$ cat config.mk
export PLATFORM = sky130hd
export DESIGN_NAME = datamemory_param_flat
export DESIGN_NICKNAME = d
export VERILOG_FILES = /design/src/rtl/datamemory_param_if.sv /design/src/rtl/datamemory_param.sv /design/src/flat_wrapper.sv
export SDC_FILE = /design/constraint.sdc
export NUM_CORES = 2
export LEC_CHECK = 0
export ABC_AREA = 1
export CAP_MARGIN = 20
export CORE_MARGIN = 2
export CORE_UTILIZATION = 45
export CTS_BUF_LIST = sky130_fd_sc_hd__clkbuf_4 sky130_fd_sc_hd__clkbuf_8
export CTS_CLUSTER_SIZE = 10
export DETAILED_ROUTE_END_ITERATION = 8
export SLEW_MARGIN = 10
export SYNTH_ARGS = -nofsm -noshare
export SYNTH_HDL_FRONTEND = slang
export SYNTH_SLANG_ARGS = --single-unit
$ cat constraint.sdc
create_clock -name clk -period 13.9 [get_ports clk]
set_input_delay 2.78 -clock clk [delete_from_list [all_inputs] [get_ports clk]]
set_output_delay 2.78 -clock clk [all_outputs]
set_load 0.1 [all_outputs]
$ cat src/rtl/datamemory_param_if.sv
// ---------------------------------------------------------------------------
// datamemory_param_if
// Bus between the load/store unit (master) and the data memory (slave).
//
// Signals:
//   rEnable, wEnable  master -> slave   read / write request
//   address           master -> slave   byte address
//   wData, wByteEn    master -> slave   write data and per-byte enables
//   rData, rValid     slave  -> master  registered read data and its strobe
//   busy              slave  -> master  post-reset clear sweep running
//   misalign, oob     slave  -> master  one-cycle error pulses
//   parity_err        slave  -> master  one-cycle parity error pulse
//
// DATA_WIDTH and ADDR_WIDTH must match the datamemory_param instance.
// ---------------------------------------------------------------------------
interface datamemory_param_if #(
    parameter int DATA_WIDTH = 16,
    parameter int ADDR_WIDTH = 16
) ();
    localparam int BYTES = DATA_WIDTH / 8;

    logic                  rEnable;
    logic                  wEnable;
    logic [ADDR_WIDTH-1:0] address;
    logic [DATA_WIDTH-1:0] wData;
    logic [BYTES-1:0]      wByteEn;
    logic [DATA_WIDTH-1:0] rData;
    logic                  rValid;
    logic                  busy;
    logic                  misalign;
    logic                  oob;
    logic                  parity_err;

    modport master (
        output rEnable, wEnable, address, wData, wByteEn,
        input  rData, rValid, busy, misalign, oob, parity_err
    );

    modport slave (
        input  rEnable, wEnable, address, wData, wByteEn,
        output rData, rValid, busy, misalign, oob, parity_err
    );
endinterface

$ cat src/rtl/datamemory_param.sv
// ---------------------------------------------------------------------------
// datamemory_param
// Single-port, byte-addressed, word-organised data RAM with per-byte write
// enables, a one-cycle registered read, and alignment / range checking.
// After reset a hardware sweep zeroes every word; requests arriving during
// the sweep are dropped.
//
// Ports:
//   clk   rising-edge clock
//   rst   synchronous active-high reset (starts the clear sweep)
//   bus   datamemory_param_if.slave (requests in, read data / status out)
//
// Optional feature, macro DMEM_PARITY_EN:
//   stores one even-parity bit per byte and pulses parity_err with rValid
//   when a read word has a parity mismatch. Undefined: parity_err tied 0.
// ---------------------------------------------------------------------------
module datamemory_param #(
    parameter int DATA_WIDTH = 16,
    parameter int ADDR_WIDTH = 16,
    parameter int DEPTH      = 256
) (
    input logic               clk,
    input logic               rst,
    datamemory_param_if.slave bus
);
    localparam int BYTES = DATA_WIDTH / 8;
    localparam int LOG2B = (BYTES > 1) ? $clog2(BYTES) : 0;
    localparam int MW    = (DEPTH > 1) ? $clog2(DEPTH) : 1;
    // One extra bit so DEPTH itself is representable for the range compare
    localparam logic [ADDR_WIDTH:0] DEPTH_W = (ADDR_WIDTH + 1)'(DEPTH);
    localparam logic [MW-1:0]       LAST    = MW'(DEPTH - 1);

    typedef enum logic {CLEAR, IDLE} state_t;

    state_t                state;
    state_t                state_d;
    logic [MW-1:0]         ptr;
    logic [DATA_WIDTH-1:0] mem [DEPTH];

    logic [ADDR_WIDTH-1:0] idx;
    logic [MW-1:0]         widx;
    logic                  misaligned;
    logic                  in_range;
    logic                  req;
    logic                  accept;
    logic [DATA_WIDTH-1:0] cur_word;
    logic [DATA_WIDTH-1:0] merged;
    logic                  par_bad;

    logic [DATA_WIDTH-1:0] rdata_q;
    logic                  rvalid_q;
    logic                  misalign_q;
    logic                  oob_q;
    logic                  perr_q;

    assign idx      = bus.address >> LOG2B;
    assign widx     = idx[MW-1:0];
    assign in_range = {1'b0, idx} < DEPTH_W;
    assign req      = bus.rEnable | bus.wEnable;
    assign cur_word = mem[widx];

    // Byte-wide memories have no sub-word offset, so nothing can misalign
    generate
        if (BYTES > 1) begin : g_align
            assign misaligned = |bus.address[LOG2B-1:0];
        end else begin : g_noalign
            assign misaligned = 1'b0;
        end
    endgenerate

    // A request that survives the misalign and range checks is carried out
    assign accept = (state == IDLE) && req && !misaligned && in_range;

    // Post-write view of the addressed word; a combined read+write returns
    // this, which gives write-first behaviour
    always_comb begin
        merged = cur_word;
        if (bus.wEnable) begin
            for (int i = 0; i < BYTES; i++) begin
                if (bus.wByteEn[i]) begin
                    merged[8*i +: 8] = bus.wData[8*i +: 8];
                end
            end
        end
    end

`ifdef DMEM_PARITY_EN
    logic [BYTES-1:0] par_mem [DEPTH];
    logic [BYTES-1:0] par_merged;
    logic [BYTES-1:0] par_calc;

    // Stored parity for untouched bytes, fresh parity for written bytes;
    // compared with parity recomputed from the word that is returned
    always_comb begin
        par_merged = par_mem[widx];
        par_calc   = '0;
        for (int i = 0; i < BYTES; i++) begin
            if (bus.wEnable && bus.wByteEn[i]) begin
                par_merged[i] = ^bus.wData[8*i +: 8];
            end
            par_calc[i] = ^merged[8*i +: 8];
        end
    end

    always_ff @(posedge clk) begin
        if (!rst) begin
            if (state == CLEAR) begin
                par_mem[ptr] <= '0;
            end else if (accept && bus.wEnable) begin
                par_mem[widx] <= par_merged;
            end
        end
    end

    assign par_bad = |(par_merged ^ par_calc);
`else
    assign par_bad = 1'b0;
`endif

    // Storage array is not reset; the sweep clears it one word per cycle
    always_ff @(posedge clk) begin
        if (!rst) begin
            if (state == CLEAR) begin
                mem[ptr] <= '0;
            end else if (accept && bus.wEnable) begin
                mem[widx] <= merged;
            end
        end
    end

    // Sweep ends once the last word has been written
    always_comb begin
        state_d = state;
        if (state == CLEAR && ptr == LAST) begin
            state_d = IDLE;
        end
    end

    // Status pulses default low each cycle; rData holds between reads
    always_ff @(posedge clk) begin
        if (rst) begin
            state      <= CLEAR;
            ptr        <= '0;
            rdata_q    <= '0;
            rvalid_q   <= 1'b0;
            misalign_q <= 1'b0;
            oob_q      <= 1'b0;
            perr_q     <= 1'b0;
        end else begin
            state      <= state_d;
            rvalid_q   <= 1'b0;
            misalign_q <= 1'b0;
            oob_q      <= 1'b0;
            perr_q     <= 1'b0;
            if (state == CLEAR) begin
                ptr <= ptr + 1'b1;
            end else if (req) begin
                if (misaligned) begin
                    misalign_q <= 1'b1;
                end else if (!in_range) begin
                    oob_q <= 1'b1;
                end else if (bus.rEnable) begin
                    rdata_q  <= merged;
                    rvalid_q <= 1'b1;
                    perr_q   <= par_bad;
                end
            end
        end
    end

    assign bus.rData      = rdata_q;
    assign bus.rValid     = rvalid_q;
    assign bus.busy       = (state == CLEAR);
    assign bus.misalign   = misalign_q;
    assign bus.oob        = oob_q;
    assign bus.parity_err = perr_q;
endmodule

$ cat src/flat_wrapper.sv
// flat-port wrapper written by rule: the top's interface ports become plain ports
module datamemory_param_flat 
#(
    parameter int DATA_WIDTH = 16,
    parameter int ADDR_WIDTH = 16,
    parameter int DEPTH      = 256
)
  (clk, rst, bus_rEnable, bus_wEnable, bus_address, bus_wData, bus_wByteEn, bus_rData, bus_rValid, bus_busy, bus_misalign, bus_oob, bus_parity_err);
  datamemory_param_if #(.DATA_WIDTH(DATA_WIDTH), .ADDR_WIDTH(ADDR_WIDTH)) bus_i ();
  input logic clk;
  input logic rst;
  input wire logic [$bits(bus_i.rEnable)-1:0] bus_rEnable;
  input wire logic [$bits(bus_i.wEnable)-1:0] bus_wEnable;
  input wire logic [$bits(bus_i.address)-1:0] bus_address;
  input wire logic [$bits(bus_i.wData)-1:0] bus_wData;
  input wire logic [$bits(bus_i.wByteEn)-1:0] bus_wByteEn;
  output wire logic [$bits(bus_i.rData)-1:0] bus_rData;
  output wire logic [$bits(bus_i.rValid)-1:0] bus_rValid;
  output wire logic [$bits(bus_i.busy)-1:0] bus_busy;
  output wire logic [$bits(bus_i.misalign)-1:0] bus_misalign;
  output wire logic [$bits(bus_i.oob)-1:0] bus_oob;
  output wire logic [$bits(bus_i.parity_err)-1:0] bus_parity_err;
  assign bus_i.rEnable = bus_rEnable;
  assign bus_i.wEnable = bus_wEnable;
  assign bus_i.address = bus_address;
  assign bus_i.wData = bus_wData;
  assign bus_i.wByteEn = bus_wByteEn;
  assign bus_rData = bus_i.rData;
  assign bus_rValid = bus_i.rValid;
  assign bus_busy = bus_i.busy;
  assign bus_misalign = bus_i.misalign;
  assign bus_oob = bus_i.oob;
  assign bus_parity_err = bus_i.parity_err;
  datamemory_param #(.DATA_WIDTH(DATA_WIDTH), .ADDR_WIDTH(ADDR_WIDTH), .DEPTH(DEPTH)) u_core (.clk(clk), .rst(rst), .bus(bus_i));
endmodule
==> results_dict.tcl <==
set metrics [dict create \
    power_uw 24680 \
    skew_ps 93.09 \
    rrSetupSlack_ps 8790 \
    layout_common_cells "nand2_1, nand3_1, edfxtp_1" \
    place_congestion 0.8709 \
    netlist.top_cell.by_area "edfxtp_1" \
    dr.first_iter.drc_count 14400 \
    antenna_found_initial 16 \
    synth.ff_latch_count 4124 \
    cts_hold_buf 0 \
    cts_setup_buffers 0 \
    clkLatencyLatePin_ps 1240 \
    reg2reg_depth 12 \
    routed_via_density 5.728 \
    post_route_cells_drive_above_1_share 0.1097 \
    netlist_instances 13790 \
    route.detailed.drc 0 \
    required_ps 14790 \
    core.rowCount 222 \
    numCtsBuffers 662 \
    crit_type "in -> reg" \
    syn_avg_cell_area_sq_um 11.99 \
    slew_headroom 0.01366 \
    die_y_um 610.2 \
    coreArea_sq_um 365800 \
    start_kind "input pin" \
    cts.path.max_buffers 4 \
    dr.pass1.iters 8 \
    numPortBuffers 57 \
    cap_violations 0 \
    holdPathStages 2 \
    wire_per_inst_um 25.52 \
    grt-ovfl-total 0 \
    fin_nets 14070 \
    min_to "u_core.ptr[7]$_SDFFE_PP0N_" \
    syn_nets 13830 \
    synth.area.top_cells "edfxtp_1, nand3_1, nand2_1" \
    cp.arrival_ps 8910 \
    slew_violations 0 \
    n_fill_cell 31660 \
    synth.distinct_cells 28 \
    die_area_sq_um 372400 \
    finalHoldViolCount 0 \
    ctsRootBufferMaster "clkbuf_8" \
    dpl_cell_area_sq_um 172700 \
    ant_nets 0 \
    clock-sinks 4124 \
    area_delta_synth_final_pct 12.07 \
    powerDensity_nw_per_um2 133.1 \
    crit_path_end_kind "register" \
    fin_area_sq_um 185300 \
    rsz0062_at_grt "false" \
    synth_seq_area_share 0.7471 \
    peakVddDrop_v 0.00008859 \
    p_leak_uw 0.06982 \
    synthesis.area_sq_um 165400 \
    min_path_type "reg -> reg" \
    grt_pass1_vias 103600 \
    vias 110900 \
    max_freq_mhz 124.7 \
    io_pins 59 \
    cts_tree "done" \
    layout.cells.non_filler 19360 \
    grtUsageTotal 0.2585 \
    hp-start "u_core.ptr[7]$_SDFFE_PP0N_" \
    wirelength_um 494000 \
    finalCriticalPeriod_ps 8021 \
    placed_cells 18170 \
    synth_edf_count 4096 \
    synth_ff_type "edfxtp_1" \
    setup_tns_ps 0 \
    die_x_um 610.2 \
    yosysWarnings 0 \
    synth_top_area_share 0.7437 \
    htreeDepth 6 \
    r2r_start "u_core.mem[227][3]$_DFFE_PP_" \
    status "finished, final reports clean" \
    reg2reg_to "u_core.mem[198][3]$_DFFE_PP_" \
    post-route-period-util 0.5771 \
    final_common_cell "nand2_1" \
    tightest_slew_ps 1480 \
    grt_max_degree 257 \
    clk_pin_slew_ps 60 \
    initial_core_util 0.4521 \
    post_cts_resize_count 0 \
    finalSetupViolations 0 \
    hpwlAfterDp_um 267200 \
    grt_pass1_wl_um 714200 \
    path_max_fanout 130 \
    synthArstFlopShare 0 \
]
[Yosys cell counts (7+ instances only)]
master,count
inv_1,55
inv_2,7
edfxtp_1,4096
a21oi_1,23
nand2_1,4168
buf_1,159
nand2_2,14
nand3_1,4107
dfxtp_1,28
nor2_1,307
clkbuf_1,638
buf_2,146
[how the worst max path moves through the flow]
stage,startpoint,cells after the start,end
final,bus_address[1],16,u_core.mem[198][3]$_DFFE_PP_
after global routing,bus_address[1],16,u_core.mem[198][3]$_DFFE_PP_
after CTS,bus_address[1],16,u_core.mem[98][3]$_DFFE_PP_
after detailed placement,bus_address[1],16,u_core.mem[195][3]$_DFFE_PP_
after global placement,bus_address[1],15,u_core.mem[192][3]$_DFFE_PP_
after floorplan,bus_address[1],15,u_core.mem[0][0]$_DFFE_PP_
[state kept, by name, indices dropped and copies added (netlist names)]
signal	count
u_core.bus.rData	16
u_core.bus.misalign	1
u_core.bus.oob	1
u_core.ptr	8
u_core.mem	4096
u_core.state	1
u_core.bus.rValid	1
[stage by stage]
stage	util	hold WS [ps]	worst slack, ps
floorplan	-	451.4	1170
global placement	0.4717	504.7	4904
detailed placement	0.4721	506.7	4895
CTS	0.5063	517.9	6149
global route	0.5066	533.6	5696
finish	0.5066	526.6	5879
[worst max-delay path: stages]
cell	delay [ps]
buf_16	200
inv_8	610
buf_12	520
buf_4	620
nand2_1	120
nand3_1	110
nand3_1	90
nand3_1	120
nand3_1	270
nand3_1	190
nand3_1	90
nand3_1	190
nand3_1	240
a21oi_4	730
buf_4	790
buf_4	650
[logic make-up after synthesis]
group | synth area share
compound gates | 0.001347
fa+ha+maj | 0.00007565
buf+inv | 0.02410
flops | 0.7471
other cells | 0.00002268
simple gates | 0.2273
[cell type report]
| type | count | area, sq um | area share |
|---|---|---|---|
| Clock inverter | 242 | 1309 | 0.007062 |
| Timing Repair Buffer | 519 | 4731 | 0.02553 |
| Clock buffer | 934 | 11230 | 0.06062 |
| Multi-Input combinational cell | 8655 | 38180 | 0.2060 |
| Tap cell | 4816 | 6026 | 0.03251 |
| Sequential cell | 4124 | 123600 | 0.6667 |
| Inverter | 64 | 276.5 | 0.001492 |
| Antenna cell | 7 | 17.52 | 0.00009452 |
[routing by layer]
metal  GRT usage  up-vias  wire [um]  share of wire
li1            -    49770          -              -
met1      0.3615    54640     201100           0.41
met2      0.4009     5567     226600           0.46
met3     0.03853      914      43360          0.088
met4      0.1183        4      22990          0.047
met5           0        -         23       0.000047
[report_power, final]
group	switching [uW]	internal, uW
Sequential	2.65	13500
Combinational	871	265
Clock	4830	5240
Total	5700	19000
(Power assumes the default switching activity.)
